## src/rtl/rv_decode_pkg.sv

```systemverilog
`default_nettype none
// ============================================================================
//  Module      : rv_decode_pkg
//  Description : Shared RV decode definitions: base opcodes, format codes and
//                the layout of the registered decoded bundle.
//                The ID_ILLEGAL_CHK_EN macro adds the illegal flag to the bundle.
//  Revision    : 1.0 - initial release
// ============================================================================
package rv_decode_pkg;

    localparam logic [6:0] OP_LOAD   = 7'b0000011;
    localparam logic [6:0] OP_IMM    = 7'b0010011;
    localparam logic [6:0] OP_STORE  = 7'b0100011;
    localparam logic [6:0] OP_BRANCH = 7'b1100011;
    localparam logic [6:0] OP_LUI    = 7'b0110111;
    localparam logic [6:0] OP_AUIPC  = 7'b0010111;
    localparam logic [6:0] OP_JAL    = 7'b1101111;
    localparam logic [6:0] OP_JALR   = 7'b1100111;
    localparam logic [6:0] OP_OP     = 7'b0110011;
    localparam logic [6:0] OP_IMM32  = 7'b0011011;
    localparam logic [6:0] OP_OP32   = 7'b0111011;

`ifdef ID_ILLEGAL_CHK_EN
    // Only two funct7 values are defined for base R-type ops
    localparam logic [6:0] FUNCT7_BASE = 7'b0000000;
    localparam logic [6:0] FUNCT7_ALT  = 7'b0100000;
`endif

    typedef enum logic [2:0] {
        FMT_NONE = 3'd0,
        FMT_R    = 3'd1,
        FMT_I    = 3'd2,
        FMT_S    = 3'd3,
        FMT_B    = 3'd4,
        FMT_U    = 3'd5,
        FMT_J    = 3'd6
    } fmt_e;

    // Width-independent part of the decoded bundle; imm and pc travel beside it
    typedef struct packed {
        logic [6:0] opcode;
        logic [2:0] funct3;
        logic [6:0] funct7;
        logic [4:0] rs1;
        logic [4:0] rs2;
        logic [4:0] rd;
        fmt_e       fmt;
        logic       rs1_used;
        logic       rs2_used;
        logic       rd_wen;
`ifdef ID_ILLEGAL_CHK_EN
        logic       illegal;
`endif
    } dec_fields_t;

endpackage
`default_nettype wire

```

## src/rtl/rv_imm_gen.sv

```systemverilog
`default_nettype none
// ============================================================================
//  Module      : rv_imm_gen
//  Description : Combinational format classifier and immediate generator.
//                Immediate is built as 32 bits then sign-extended to XLEN.
//  Revision    : 1.0 - initial release
// ============================================================================
module rv_imm_gen
    import rv_decode_pkg::*;
#(
    parameter int XLEN = 64
) (
    input  logic [31:0]     inst,
    output logic [XLEN-1:0] imm,
    output fmt_e            fmt
);

    logic [31:0] w_imm32;

    // Classify by opcode and assemble the format's immediate field
    always_comb begin
        w_imm32 = 32'h0;
        fmt     = FMT_NONE;
        case (inst[6:0])
            OP_LOAD, OP_IMM, OP_JALR, OP_IMM32: begin
                fmt     = FMT_I;
                w_imm32 = {{20{inst[31]}}, inst[31:20]};
            end
            OP_STORE: begin
                fmt     = FMT_S;
                w_imm32 = {{20{inst[31]}}, inst[31:25], inst[11:7]};
            end
            OP_BRANCH: begin
                fmt     = FMT_B;
                w_imm32 = {{19{inst[31]}}, inst[31], inst[7], inst[30:25], inst[11:8], 1'b0};
            end
            OP_LUI, OP_AUIPC: begin
                fmt     = FMT_U;
                w_imm32 = {inst[31:12], 12'h000};
            end
            OP_JAL: begin
                fmt     = FMT_J;
                w_imm32 = {{11{inst[31]}}, inst[31], inst[19:12], inst[20], inst[30:21], 1'b0};
            end
            OP_OP, OP_OP32: begin
                fmt     = FMT_R;
            end
            default: begin
                fmt     = FMT_NONE;
            end
        endcase
        // Every format's sign bit is inst[31], which is also w_imm32[31] (or imm is 0)
        imm       = {XLEN{w_imm32[31]}};
        imm[31:0] = w_imm32;
    end

endmodule
`default_nettype wire

```

## src/rtl/id_stage_decoder.sv

```systemverilog
`default_nettype none
// ============================================================================
//  Module      : id_stage_decoder
//  Description : Registered RV decode stage with a two-entry skid buffer,
//                valid/ready on both sides and synchronous flush.
//                Define ID_ILLEGAL_CHK_EN to add the out_illegal flag.
//  Revision    : 1.0 - initial release
// ============================================================================
module id_stage_decoder
    import rv_decode_pkg::*;
#(
    parameter int XLEN = 64,
    parameter int PC_W = 64
) (
    input  logic            clk,
    input  logic            reset,
    input  logic            flush,
    input  logic            in_valid,
    output logic            in_ready,
    input  logic [31:0]     in_inst,
    input  logic [PC_W-1:0] in_pc,
    output logic            out_valid,
    input  logic            out_ready,
    output logic [PC_W-1:0] out_pc,
    output logic [6:0]      out_opcode,
    output logic [2:0]      out_funct3,
    output logic [6:0]      out_funct7,
    output logic [4:0]      out_rs1,
    output logic [4:0]      out_rs2,
    output logic [4:0]      out_rd,
    output logic [XLEN-1:0] out_imm,
    output logic [2:0]      out_fmt,
    output logic            out_rs1_used,
    output logic            out_rs2_used,
`ifdef ID_ILLEGAL_CHK_EN
    output logic            out_illegal,
`endif
    output logic            out_rd_wen
);

    logic [XLEN-1:0] w_imm;
    fmt_e            w_fmt;
    dec_fields_t     w_dec;
    logic            w_accept;
    logic            w_main_free;

    logic            r_main_valid;
    dec_fields_t     r_main_dec;
    logic [XLEN-1:0] r_main_imm;
    logic [PC_W-1:0] r_main_pc;

    logic            r_skid_valid;
    dec_fields_t     r_skid_dec;
    logic [XLEN-1:0] r_skid_imm;
    logic [PC_W-1:0] r_skid_pc;

    rv_imm_gen #(
        .XLEN (XLEN)
    ) u_imm_gen (
        .inst (in_inst),
        .imm  (w_imm),
        .fmt  (w_fmt)
    );

    // Decode the incoming instruction into bundle fields and use flags
    always_comb begin
        w_dec          = '0;
        w_dec.opcode   = in_inst[6:0];
        w_dec.funct3   = in_inst[14:12];
        w_dec.funct7   = in_inst[31:25];
        w_dec.rs1      = in_inst[19:15];
        w_dec.rs2      = in_inst[24:20];
        w_dec.rd       = in_inst[11:7];
        w_dec.fmt      = w_fmt;
        w_dec.rs1_used = (w_fmt == FMT_R) || (w_fmt == FMT_I) ||
                         (w_fmt == FMT_S) || (w_fmt == FMT_B);
        w_dec.rs2_used = (w_fmt == FMT_R) || (w_fmt == FMT_S) || (w_fmt == FMT_B);
        // Writes to x0 are architecturally discarded, so never request them
        w_dec.rd_wen   = ((w_fmt == FMT_R) || (w_fmt == FMT_I) ||
                          (w_fmt == FMT_U) || (w_fmt == FMT_J)) &&
                         (in_inst[11:7] != 5'd0);
`ifdef ID_ILLEGAL_CHK_EN
        w_dec.illegal  = (in_inst[1:0] != 2'b11) || (w_fmt == FMT_NONE) ||
                         ((w_fmt == FMT_R) &&
                          (in_inst[31:25] != FUNCT7_BASE) &&
                          (in_inst[31:25] != FUNCT7_ALT));
        if (w_dec.illegal) begin
            w_dec.rd_wen = 1'b0;
        end
`endif
    end

    // in_ready is the registered complement of skid occupancy; flush blocks accept
    assign w_accept    = in_valid && in_ready && !flush;
    assign w_main_free = !r_main_valid || out_ready;

    // Two-entry buffer: main feeds the output, skid catches one beat of backpressure
    always_ff @(posedge clk or posedge reset) begin
        if (reset) begin
            r_main_valid <= 1'b0;
            r_main_dec   <= '0;
            r_main_imm   <= '0;
            r_main_pc    <= '0;
            r_skid_valid <= 1'b0;
            r_skid_dec   <= '0;
            r_skid_imm   <= '0;
            r_skid_pc    <= '0;
        end else if (flush) begin
            r_main_valid <= 1'b0;
            r_skid_valid <= 1'b0;
        end else if (w_main_free) begin
            if (r_skid_valid) begin
                // in_ready is low here, so no new beat competes with the skid entry
                r_main_valid <= 1'b1;
                r_main_dec   <= r_skid_dec;
                r_main_imm   <= r_skid_imm;
                r_main_pc    <= r_skid_pc;
                r_skid_valid <= 1'b0;
            end else if (w_accept) begin
                r_main_valid <= 1'b1;
                r_main_dec   <= w_dec;
                r_main_imm   <= w_imm;
                r_main_pc    <= in_pc;
            end else begin
                r_main_valid <= 1'b0;
            end
        end else if (w_accept) begin
            r_skid_valid <= 1'b1;
            r_skid_dec   <= w_dec;
            r_skid_imm   <= w_imm;
            r_skid_pc    <= in_pc;
        end
    end

    assign in_ready     = !r_skid_valid;
    assign out_valid    = r_main_valid;
    assign out_pc       = r_main_pc;
    assign out_opcode   = r_main_dec.opcode;
    assign out_funct3   = r_main_dec.funct3;
    assign out_funct7   = r_main_dec.funct7;
    assign out_rs1      = r_main_dec.rs1;
    assign out_rs2      = r_main_dec.rs2;
    assign out_rd       = r_main_dec.rd;
    assign out_imm      = r_main_imm;
    assign out_fmt      = r_main_dec.fmt;
    assign out_rs1_used = r_main_dec.rs1_used;
    assign out_rs2_used = r_main_dec.rs2_used;
    assign out_rd_wen   = r_main_dec.rd_wen;
`ifdef ID_ILLEGAL_CHK_EN
    assign out_illegal  = r_main_dec.illegal;
`endif

endmodule
`default_nettype wire

```

## config.mk

```make
export PLATFORM = sky130hd
export DESIGN_NAME = id_stage_decoder
export DESIGN_NICKNAME = d
export VERILOG_FILES = /design/src/rtl/rv_decode_pkg.sv /design/src/rtl/rv_imm_gen.sv /design/src/rtl/id_stage_decoder.sv
export SDC_FILE = /design/constraint.sdc
export NUM_CORES = 1
export LEC_CHECK = 0
export CORE_UTILIZATION = 46
export CTS_CLUSTER_DIAMETER = 80
export DETAILED_ROUTE_END_ITERATION = 6
export PLACE_DENSITY_LB_ADDON = 0.3
export RECOVER_POWER = 25
export SYNTH_ARGS = -nofsm -noshare
export SYNTH_HDL_FRONTEND = slang
export SYNTH_SLANG_ARGS = --single-unit
```

## constraint.sdc

```tcl
create_clock -name clk -period 9.65 [get_ports clk]
set_input_delay 2.895 -clock clk [delete_from_list [all_inputs] [get_ports clk]]
set_output_delay 2.895 -clock clk [all_outputs]
set_load 0.02 [all_outputs]
```

==> results of run 1 <==
-- per-layer routing --
layer  track usage [%]  vias to the layer above  routed length (µm)
met5                 0                        -                  13
met4             5.947                        2                 631
met3             5.536                       40                2195
met2             36.54                      307               14230
met1             32.97                     4576               13720
li1                  -                     4555                   -
-- stage by stage --
stage | cells | setup slack [ns] | hold WS (ns) | area [µm²]
after global placement | 1759 | 3.740 | 0.4508 | 14440
final | 1813 | 2.903 | 0.4694 | 15410
after detailed placement | 1759 | 3.581 | 0.4570 | 14440
after CTS | 1812 | 3.210 | 0.4723 | 15420
after floorplan | 1268 | 3.188 | 0.4390 | 11930
after global routing | 1812 | 2.034 | 0.4923 | 15400
-- sequential cells by signal (all words and copies together), names as in the netlist, 3 cells and up --
register    count
out_funct3      3
r_skid_pc      64
out_imm        32
out_funct7      7
r_skid_imm     32
out_rs2         5
out_rd          5
out_fmt         3
out_pc         64
r_skid_dec     38
out_rs1         5
out_opcode      7
-- synthesized netlist by cell type (2+ instances only) --
cell type  number
o21ai_0       131
nor2b_1         2
and2_1          2
buf_4          33
mux2i_1        98
o211ai_1        2
clkbuf_8        5
buf_6           2
inv_1           3
nand3_1         5
dfrtp_1       270
and3_1         14
nor3_1         15
nand2b_1        2
or3_1           2
clkbuf_1       55
a22oi_1         5
nor2_1         38
a21oi_1        48
buf_1           5
o21ai_2        10
a211oi_1        9
and3_2          2
a31o_2          2
a2111oi_0       3
buf_2          13
o21ai_1        21
nand2_1       452
-- power breakdown --
| group | switching, µW | internal, µW |
|---|---|---|
| clock network | 439 | 668 |
| logic | 326 | 265 |
| registers | 112 | 1320 |
-- worst max-delay path: stages --
cell           delay, ns
dlygate4sd3_1       0.57
clkinvlp_4          0.08
clkbuf_1            2.60
buf_4               1.00
-- layout make-up --
type | count | area, µm² | area share (%)
clock inverters | 3 | 30.03 | 0.1949
diodes | 1 | 2.502 | 0.01624
inverters | 4 | 18.77 | 0.1218
flip-flops and latches | 270 | 6760 | 43.88
well taps | 330 | 412.9 | 2.680
clock buffers | 50 | 954.7 | 6.196
repair buffers | 277 | 2743 | 17.80
multi-input cells | 878 | 4486 | 29.11
-- worst min-delay path by stage --
stage	startpoint	endpoint	slack (ns)	cells past startpoint
finish	r_skid_dec[3]	r_skid_dec[3]	0.47	2
global route	r_skid_imm[7]	r_skid_imm[7]	0.49	2
CTS	r_skid_dec[3]	r_skid_dec[3]	0.47	2
detailed placement	r_skid_dec[3]	r_skid_dec[3]	0.46	2
global placement	r_skid_dec[5]	r_skid_dec[5]	0.45	2
floorplan	r_skid_dec[5]	r_skid_dec[5]	0.44	2
-- cell families after synthesis --
| kind of cell | Yosys count | share of synthesized area (%) |
|---|---|---|
| AOI/OAI and AO/OA | 238 | 11.04 |
| buffers and inverters | 120 | 5.863 |
| DFF | 270 | 56.64 |
| muxes | 98 | 8.223 |
| and+or+nand+nor | 542 | 18.23 |
-- layout by cell type (no fill, tap or decap), types with 2 or more instances in the layout --
| master | instances |
|---|---|
| a31o_2 | 2 |
| a2111oi_0 | 3 |
| clkbuf_8 | 15 |
| nand2b_1 | 2 |
| dfrtp_1 | 269 |
| clkdlybuf4s50_1 | 239 |
| inv_1 | 2 |
| dlygate4sd3_1 | 29 |
| o21ai_0 | 131 |
| o211ai_1 | 2 |
| a22oi_1 | 5 |
| a21oi_1 | 48 |
| nor3_1 | 14 |
| clkbuf_1 | 8 |
| o21ai_2 | 10 |
| clkinv_2 | 2 |
| buf_4 | 7 |
| nor2b_1 | 2 |
| and3_1 | 14 |
| nand2_1 | 452 |
| mux2i_1 | 98 |
| clkbuf_16 | 29 |
| a211oi_1 | 9 |
| nor2_1 | 38 |
| nand3_1 | 5 |
| and3_2 | 2 |
| o21ai_1 | 21 |
==> impl_results.md, run 1 <==
- Routed Antenna Nets: 0
- Setup-failing EPs final: 0
- Post-layout util: 60.83%
- First-pass GRT wire length: 49420 µm
- IO buf count: 268
- Fin. Hold Viols: 0
- Clk_skew: 0.007740 ns
- Share of cells above drive strength 1: 5.466%
- Fillcell total: 2129
- Total Power: 3134 µW
- Critical path peak fanout: 70
- Pin count of the biggest net entering global routing: 119
- Core ar.: 0.02533 mm²
- Reg-to-reg setup timing slack: 5.13 ns
- Setup_tns: 0 ns
- Total of warnings raised by yosys: 0
- Reg2reg start: r_skid_valid
- Reg2reg path depth: 4
- Final period util: 69.92%
- Count of flip-flops with a built-in enable after synthesis: 0
- Postcts setup bufs: 0
- Most common flop cell mapped by yosys: dfrtp_1
- Clock transition at path regs: 0.06 ns
- Crit path from: reset
- Crit path capture: r_skid_valid
- Synth area leaders: dfrtp_1 (57%), nand2_1 (14%), mux2i_1 (8.2%)
- CP endpoint kind: asynchronous set/reset pin
- Rel. slew slack: -148.1%
- Syn Std Cell Area: 0.01193 mm²
- Final min period: 6.748 ns
- Yosys top cell by area: dfrtp_1
- H-tree depth: 1
- Row cnt: 58
- Clk_lat worst skew: 0.54 ns
- Worst-margin pin slew: 3.722 ns
- Gpl congestion: 0.8216
- Max Buffers Root-to-Sink: 3
- Routed WL: 30790 µm
- Pleak: 0.006871 µW
- Die Wd: 163.0 µm
- Number of global-route vias before repair: 9149
- Reg-to-Reg End: r_skid_imm[22]
- Worst EP required: 10.12 ns
- RSZ-0062 raised after global routing: false
- Avg Inst Size Synth: 9.408 µm²
- Clk root buf: clkbuf_16
- Drt pass-1 iters: 4
- Pwr/cell area: 203.4 mW/mm²
- Syn Nets: 1369
- Post_cts resized: 0
- Sequential share of the synthesized area: 56.64%
- Max Cap Viol: 3
- Gr ovfl total: 0
- Drt drc: 0
- Io pins: 269
- Synth async-reset ratio: 100.0%
- Routed vias: 9480
- Kind of critical path: in -> async
- Aggregate global-route resource usage: 23.45%
- CTS Hold Bufs: 0
- Initial antenna violation count: 3
- Hold Crit Class: reg -> reg
- Vias per inst: 5.229
- Initial Utilization: 47.10%
- TritonCTS buffer count: 29
- Syn-to-layout area delta: 29.16%
- DRT iter0 DRCs: 740
- Post-DP HPWL: 20180 µm
- Synth unique cells: 47
- Slew Limit Fails: 200
- Post-DR wirelength/cell: 16.98 µm
- Die span in y: 163.0 µm
- Fin nets: 1561
- CTS Sinks: 270
- Max rail drop VDD: 0.1003 mV
- Critical path launch point type: input port
- Maximum clock frequency: 0.1482 GHz
- Yosys top cell area share: 56.64%
- Outcome: finished, violations left
- Die ar.: 0.02658 mm²
- FF+latch count, synth: 270
- CTS tree: yes
- Worst Path Arrival: 7.22 ns
- Failing checks: capacitance limit, slew limit
- Syn Inst Count: 1268
Power figures use the tool's default switching activity.
==> inputs of run 2 (changes only) <==
--- a/config.mk
+++ b/config.mk
@@ -5,7 +5,7 @@
 export SDC_FILE = /design/constraint.sdc
 export NUM_CORES = 1
 export LEC_CHECK = 0
-export CORE_UTILIZATION = 46
+export CORE_UTILIZATION = 51
 export CTS_CLUSTER_DIAMETER = 80
 export DETAILED_ROUTE_END_ITERATION = 6
 export PLACE_DENSITY_LB_ADDON = 0.3
==> constraint.sdc (replaced) <==
create_clock -name clk -period 6.9 [get_ports clk]
set_input_delay 2.07 -clock clk [delete_from_list [all_inputs] [get_ports clk]]
set_output_delay 2.07 -clock clk [all_outputs]
set_load 0.02 [all_outputs]
==> run 2 against run 1 <==
  * The run still ends with capacitance limit, slew limit left
  * Register-to-register slack got worse by 1.4 ns
  * Sequential power increased by 39%
  * Die area down 9.7%
  * Sequential cell count unchanged
  * Global-route usage rose by 2.1 points
  * Critical path type unchanged
  * Largest power group unchanged
  * Critical path depth decreased by 1
  * First-iteration DRC count shrank 18%
  * Setup slack worse by 0.90 ns
  * Combinational power increased by 42%
  * Routed wire length shrank 0.71%
==> impl_results.md, run 2 (synthesis results as in run 1) <==
- Die span in y: 154.9 µm
- Drt pass-1 iters: 5
- Routed Antenna Nets: 0
- Setup-failing EPs final: 0
- Die Wd: 154.9 µm
- CTS Sinks: 270
- Final min period: 4.902 ns
- Pwr/cell area: 279.8 mW/mm²
- Outcome: finished, violations left
- Critical Path Max Stage Delay: 1.78 ns
- Max Cap Viol: 1
- Multi-input gate area: 0.004493 mm²
- Maximum clock frequency: 0.2040 GHz
- Postcts setup bufs: 0
- Worst EP required: 6.65 ns
- Int Power: 3073 µW
- Failing checks: capacitance limit, slew limit
- Post-DP HPWL: 19890 µm
- Crit-path slowest cell: clkbuf_2
- Row cnt: 55
- Sequential share of power: 46.8%
- Io pins: 269
- IO buf count: 268
- Clk_skew: 0.007018 ns
- Logic pwr share: 19.5%
- Slew Limit Fails: 103
- Commonest non-fill, non-tap cell in the layout: nand2_1
- Initial antenna violation count: 2
- Post-DR wirelength/cell: 17.05 µm
- Post_cts resized: 0
- RSZ-0062 raised after global routing: false
- Gr ovfl total: 0
- CP endpoint kind: asynchronous set/reset pin
- Routed WL: 30570 µm
- Reg2reg start: r_skid_valid
- H-tree depth: 1
- Critical path launch point type: input port
- Pin count of the biggest net entering global routing: 168
- Setup_tns: 0 ns
- Clk_lat worst skew: 0.53 ns
- Sw frac: 28.26%
- DRT iter0 DRCs: 607
- Aggregate global-route resource usage: 25.57%
- Initial Utilization: 52.37%
- First-pass GRT wire length: 48730 µm
- Clock network power share: 33.7%
- Commonest cells after routing, fill and taps aside: nand2_1 (451), dfrtp_1 (269), clkdlybuf4s50_1 (266)
- Die ar.: 0.02401 mm²
- Core ar.: 0.02278 mm²
- Syn-to-layout area delta: 28.33%
- Worst Path Arrival: 4.65 ns
- Routed vias: 9603
- Fin. Hold Viols: 0
- Fillcell total: 1810
- Critical path peak fanout: 102
- Hold Startpoint: r_skid_imm[8]
- Max Buffers Root-to-Sink: 3
- CTS tree: yes
- Gpl congestion: 0.8502
- CP cell instances: dlygate4sd3_1, clkinvlp_2, clkbuf_2
- Rel. slew slack: -69.27%
- Number of global-route vias before repair: 9205
- Final period util: 71.04%
- Clock transition at path regs: 0.06 ns
- Max rail drop VDD: 0.2178 mV
- Worst-margin pin slew: 2.539 ns
- Pleak: 0.006805 µW
- Total Power: 4283 µW
- Share of cells above drive strength 1: 5.345%
- Net Sw Power: 1210 µW
- Vias per inst: 5.356
- Kind of critical path: in -> async
- TritonCTS buffer count: 28
- Drt drc: 0
- Crit path from: reset
- FF/Latch Area: 0.006760 mm²
- CTS Hold Bufs: 0
- Hold Crit Class: reg -> reg
- Fin nets: 1560
- Clk root buf: clkbuf_16
## run 2: cell count changes in the layout (fill, tap and decap cells not counted), moves of 3 or more
cell	before	now
clkdlybuf4s50_1	239	266
dlygate4sd3_1	29	2
clkbuf_8	15	7
clkinv_2	2	5
## run 2: cell type report
class                   instances  share of cell area, %
repair buffers                277                  18.03
clock inverters                 6                 0.2207
well taps                     313                  2.558
multi-input cells             878                  29.35
diodes                          2                0.03269
clock buffers                  43                  5.541
flip-flops and latches        270                  44.16
inverters                       4                 0.1063
## run 2: worst max-delay path: cells and delay by family
family	cells	cell delay, ns
buffers and inverters	3	2.47
## run 2: path summary, 6_finish.rpt
kind | cells past startpoint | end | slack (ns)
hold / removal | 2 | r_skid_imm[8] | 0.47
min in group asynchronous | 2 | r_skid_pc[18] | 1.89
setup / recovery | 3 | r_skid_valid | 2.00
setup reg to reg | 5 | r_skid_dec[1] | 3.73
hold reg to reg | 2 | r_skid_imm[8] | 0.47
max in group clk | 2 | in_ready | 2.49
## run 2: power by group through the flow
stage	Clock (µW)	Sequential [µW]	Combinational [µW]
finish	1440	2000	837
global placement	0	2020	820
CTS	1470	2000	846
global route	1540	2030	921
detailed placement	0	2030	841
floorplan	0	2130	337
## run 2: metal layers
metal / vias to the layer above / part of all wire [%] / global-route usage (%)
met3: 57 / 7.2 / 5.627
li1: 4543 / - / -
met2: 328 / 47 / 39.68
met4: 0 / 3.0 / 9.052
met5: - / 0 / 0
met1: 4675 / 43 / 35.55
## run 2: through the flow
stage / hold WS, ns / setup slack (ns) / util (%) / std cells / area [µm²]
6_report: 0.4724 / 1.998 / 67.21 / 1793 / 15310
5_1_grt: 0.4893 / 1.332 / 67.21 / 1793 / 15310
4_1_cts: 0.4754 / 2.476 / 67.26 / 1791 / 15320
3_5_place_dp: 0.4602 / 2.020 / 63.39 / 1742 / 14440
3_3_place_gp: 0.4545 / 2.153 / 63.39 / 1742 / 14440
2_1_floorplan: 0.4390 / 1.263 / - / 1268 / 11930
==> inputs of run 3 (changes only) <==
--- a/config.mk
+++ b/config.mk
@@ -5,7 +5,7 @@
 export SDC_FILE = /design/constraint.sdc
 export NUM_CORES = 1
 export LEC_CHECK = 0
-export CORE_UTILIZATION = 51
+export CORE_UTILIZATION = 46
 export CTS_CLUSTER_DIAMETER = 80
 export DETAILED_ROUTE_END_ITERATION = 6
 export PLACE_DENSITY_LB_ADDON = 0.3
==> constraint.sdc (replaced) <==
create_clock -name clk -period 4 [get_ports clk]
set_input_delay 1.2 -clock clk [delete_from_list [all_inputs] [get_ports clk]]
set_output_delay 1.2 -clock clk [all_outputs]
set_load 0.02 [all_outputs]
==> run 3 against run 2 <==
  * The run now ends clean
  * Critical path depth shrank 2
  * Non-clock buffer count grew 10
  * Routed wire length grew 0.56%
  * Worst hold slack is essentially flat
  * Die area grew 11%
  * Largest cell class unchanged
  * Final area grew 1.0%
==> impl_results.md, run 3 (synthesis results as in run 1) <==
- Worst Hold End: r_skid_pc[19]
- Critical path launch point type: flip-flop
- Share of cells above drive strength 1: 6.057%
- Clock transition at path regs: 0.06 ns
- Row cnt: 58
- Post_cts resized: 0
- Worst path buffer plus inverter count: 1
- Reg2reg start: r_skid_valid
- Clk root buf: clkbuf_16
- Commonest cells after routing, fill and taps aside: nand2_1 (451), dfrtp_1 (269), clkdlybuf4s50_1 (266)
- Syn-to-layout area delta: 29.67%
- Setup-failing EPs final: 0
- Worst EP required: 2.80 ns
- Post-layout util: 61.08%
- RSZ-0062 raised after global routing: false
- Crit-path slowest cell: dfrtp_1
- Rel. slew slack: 9.316%
- CP endpoint kind: output pin
- CTS Hold Bufs: 0
- Total Power: 7521 µW
- Final period util: 85.03%
- CP delay by family, top: flip-flops
- Hold Crit Class: reg -> reg
- Pwr/cell area: 486.2 mW/mm²
- IO buf count: 268
- First-pass GRT wire length: 48700 µm
- Reg-to-Reg End: r_skid_imm[29]
- TritonCTS buffer count: 28
- Gpl congestion: 0.8758
- Clk_lat worst skew: 0.54 ns
- CTS tree: yes
- Final WS setup: 0.5987 ns
- Die ar.: 0.02658 mm²
- Reg-to-reg setup timing slack: 1.45 ns
- Final min period: 3.401 ns
- H-tree depth: 1
- Critical path peak fanout: 34
- Gr ovfl total: 0
- Outcome: completed
- Max Buffers Root-to-Sink: 3
- Die span in y: 163.0 µm
- Max rail drop VDD: 0.2902 mV
- Post-DR wirelength/cell: 16.92 µm
- Pin count of the biggest net entering global routing: 128
- Critical Path Max Stage Delay: 0.90 ns
- Max Cap Viol: 0
- Fin nets: 1570
- Worst slack at placement: 0.3742 ns
- Routed WL: 30740 µm
- Min-Delay Path Depth: 2
- CP cell instances: clkdlybuf4s50_1
- Core ar.: 0.02533 mm²
- Commonest non-fill, non-tap cell in the layout: nand2_1
- Postcts setup bufs: 0
- Io pins: 269
- Hold Startpoint: r_skid_pc[19]
- Post-DP HPWL: 20010 µm
- Number of global-route vias before repair: 9005
- Initial antenna violation count: 3
- Drt drc: 0
- Vias per inst: 5.207
- DRT iter0 DRCs: 752
- Fin. Hold Viols: 0
- Kind of critical path: reg -> out
- Worst Path Arrival: 2.20 ns
- Pleak: 0.006860 µW
- Die Wd: 163.0 µm
- Worst-margin pin slew: 1.360 ns
- Drt pass-1 iters: 4
- Routed vias: 9462
- Fillcell total: 2116
- Maximum clock frequency: 0.2940 GHz
- Initial Utilization: 47.10%
- Clk_skew: 0.009536 ns
- Slew Limit Fails: 0
- CTS Sinks: 270
- Reg2reg path depth: 5
- Aggregate global-route resource usage: 23.11%
- Routed Antenna Nets: 0
-- run 3: cell count changes in the layout (fill, tap and decap cells not counted), moves of 3 or more --
| cell | change |
|---|---|
| clkinvlp_4 | +4 |
| buf_4 | +5 |
| clkbuf_1 | -3 |
| clkbuf_8 | -3 |
| bufinv_16 | +3 |
-- run 3: how the worst max path moves through the flow --
stage,from,end,slack (ns),cells after the start
after floorplan,reset,out_fmt[0],-0.77,1
after global placement,in_inst[4],r_skid_imm[20],0.48,6
after detailed placement,in_inst[4],r_skid_imm[29],0.37,6
after CTS,out_imm[62],out_imm[33],0.54,1
after global routing,out_imm[62],out_imm[33],0.43,1
final,out_imm[62],out_imm[33],0.60,1
-- run 3: metrics by stage --
step / instances / TNS, ns / hold WS (ns) / area (µm²)
2_1_floorplan: 1268 / -207.21 / 0.4390 / 11930
3_3_place_gp: 1769 / 0 / 0.4522 / 14590
3_5_place_dp: 1769 / 0 / 0.4619 / 14590
4_1_cts: 1816 / 0 / 0.4759 / 15510
5_1_grt: 1816 / 0 / 0.4892 / 15470
6_report: 1817 / 0 / 0.4722 / 15470
-- run 3: cell type report --
| type | instances | area [µm²] | share of cell area, % |
|---|---|---|---|
| clock buffers | 35 | 767.0 | 4.958 |
| well taps | 330 | 412.9 | 2.669 |
| inverters | 4 | 16.27 | 0.1052 |
| repair buffers | 287 | 2856 | 18.47 |
| flip-flops and latches | 270 | 6760 | 43.70 |
| diodes | 1 | 2.502 | 0.01618 |
| clock inverters | 12 | 160.2 | 1.035 |
| multi-input cells | 878 | 4493 | 29.05 |
-- run 3: layer usage --
metal	wire (µm)	vias to the layer above	track usage [%]
met3	2134	56	4.571
met4	883	2	7.179
met2	14110	312	35.69
li1	-	4562	-
met1	13590	4530	32.86
met5	12	-	0
-- run 3: where the power goes --
| group | internal [µW] | switching [µW] |
|---|---|---|
| Combinational | 662 | 795 |
| Sequential | 3190 | 260 |
| Clock | 1550 | 1060 |
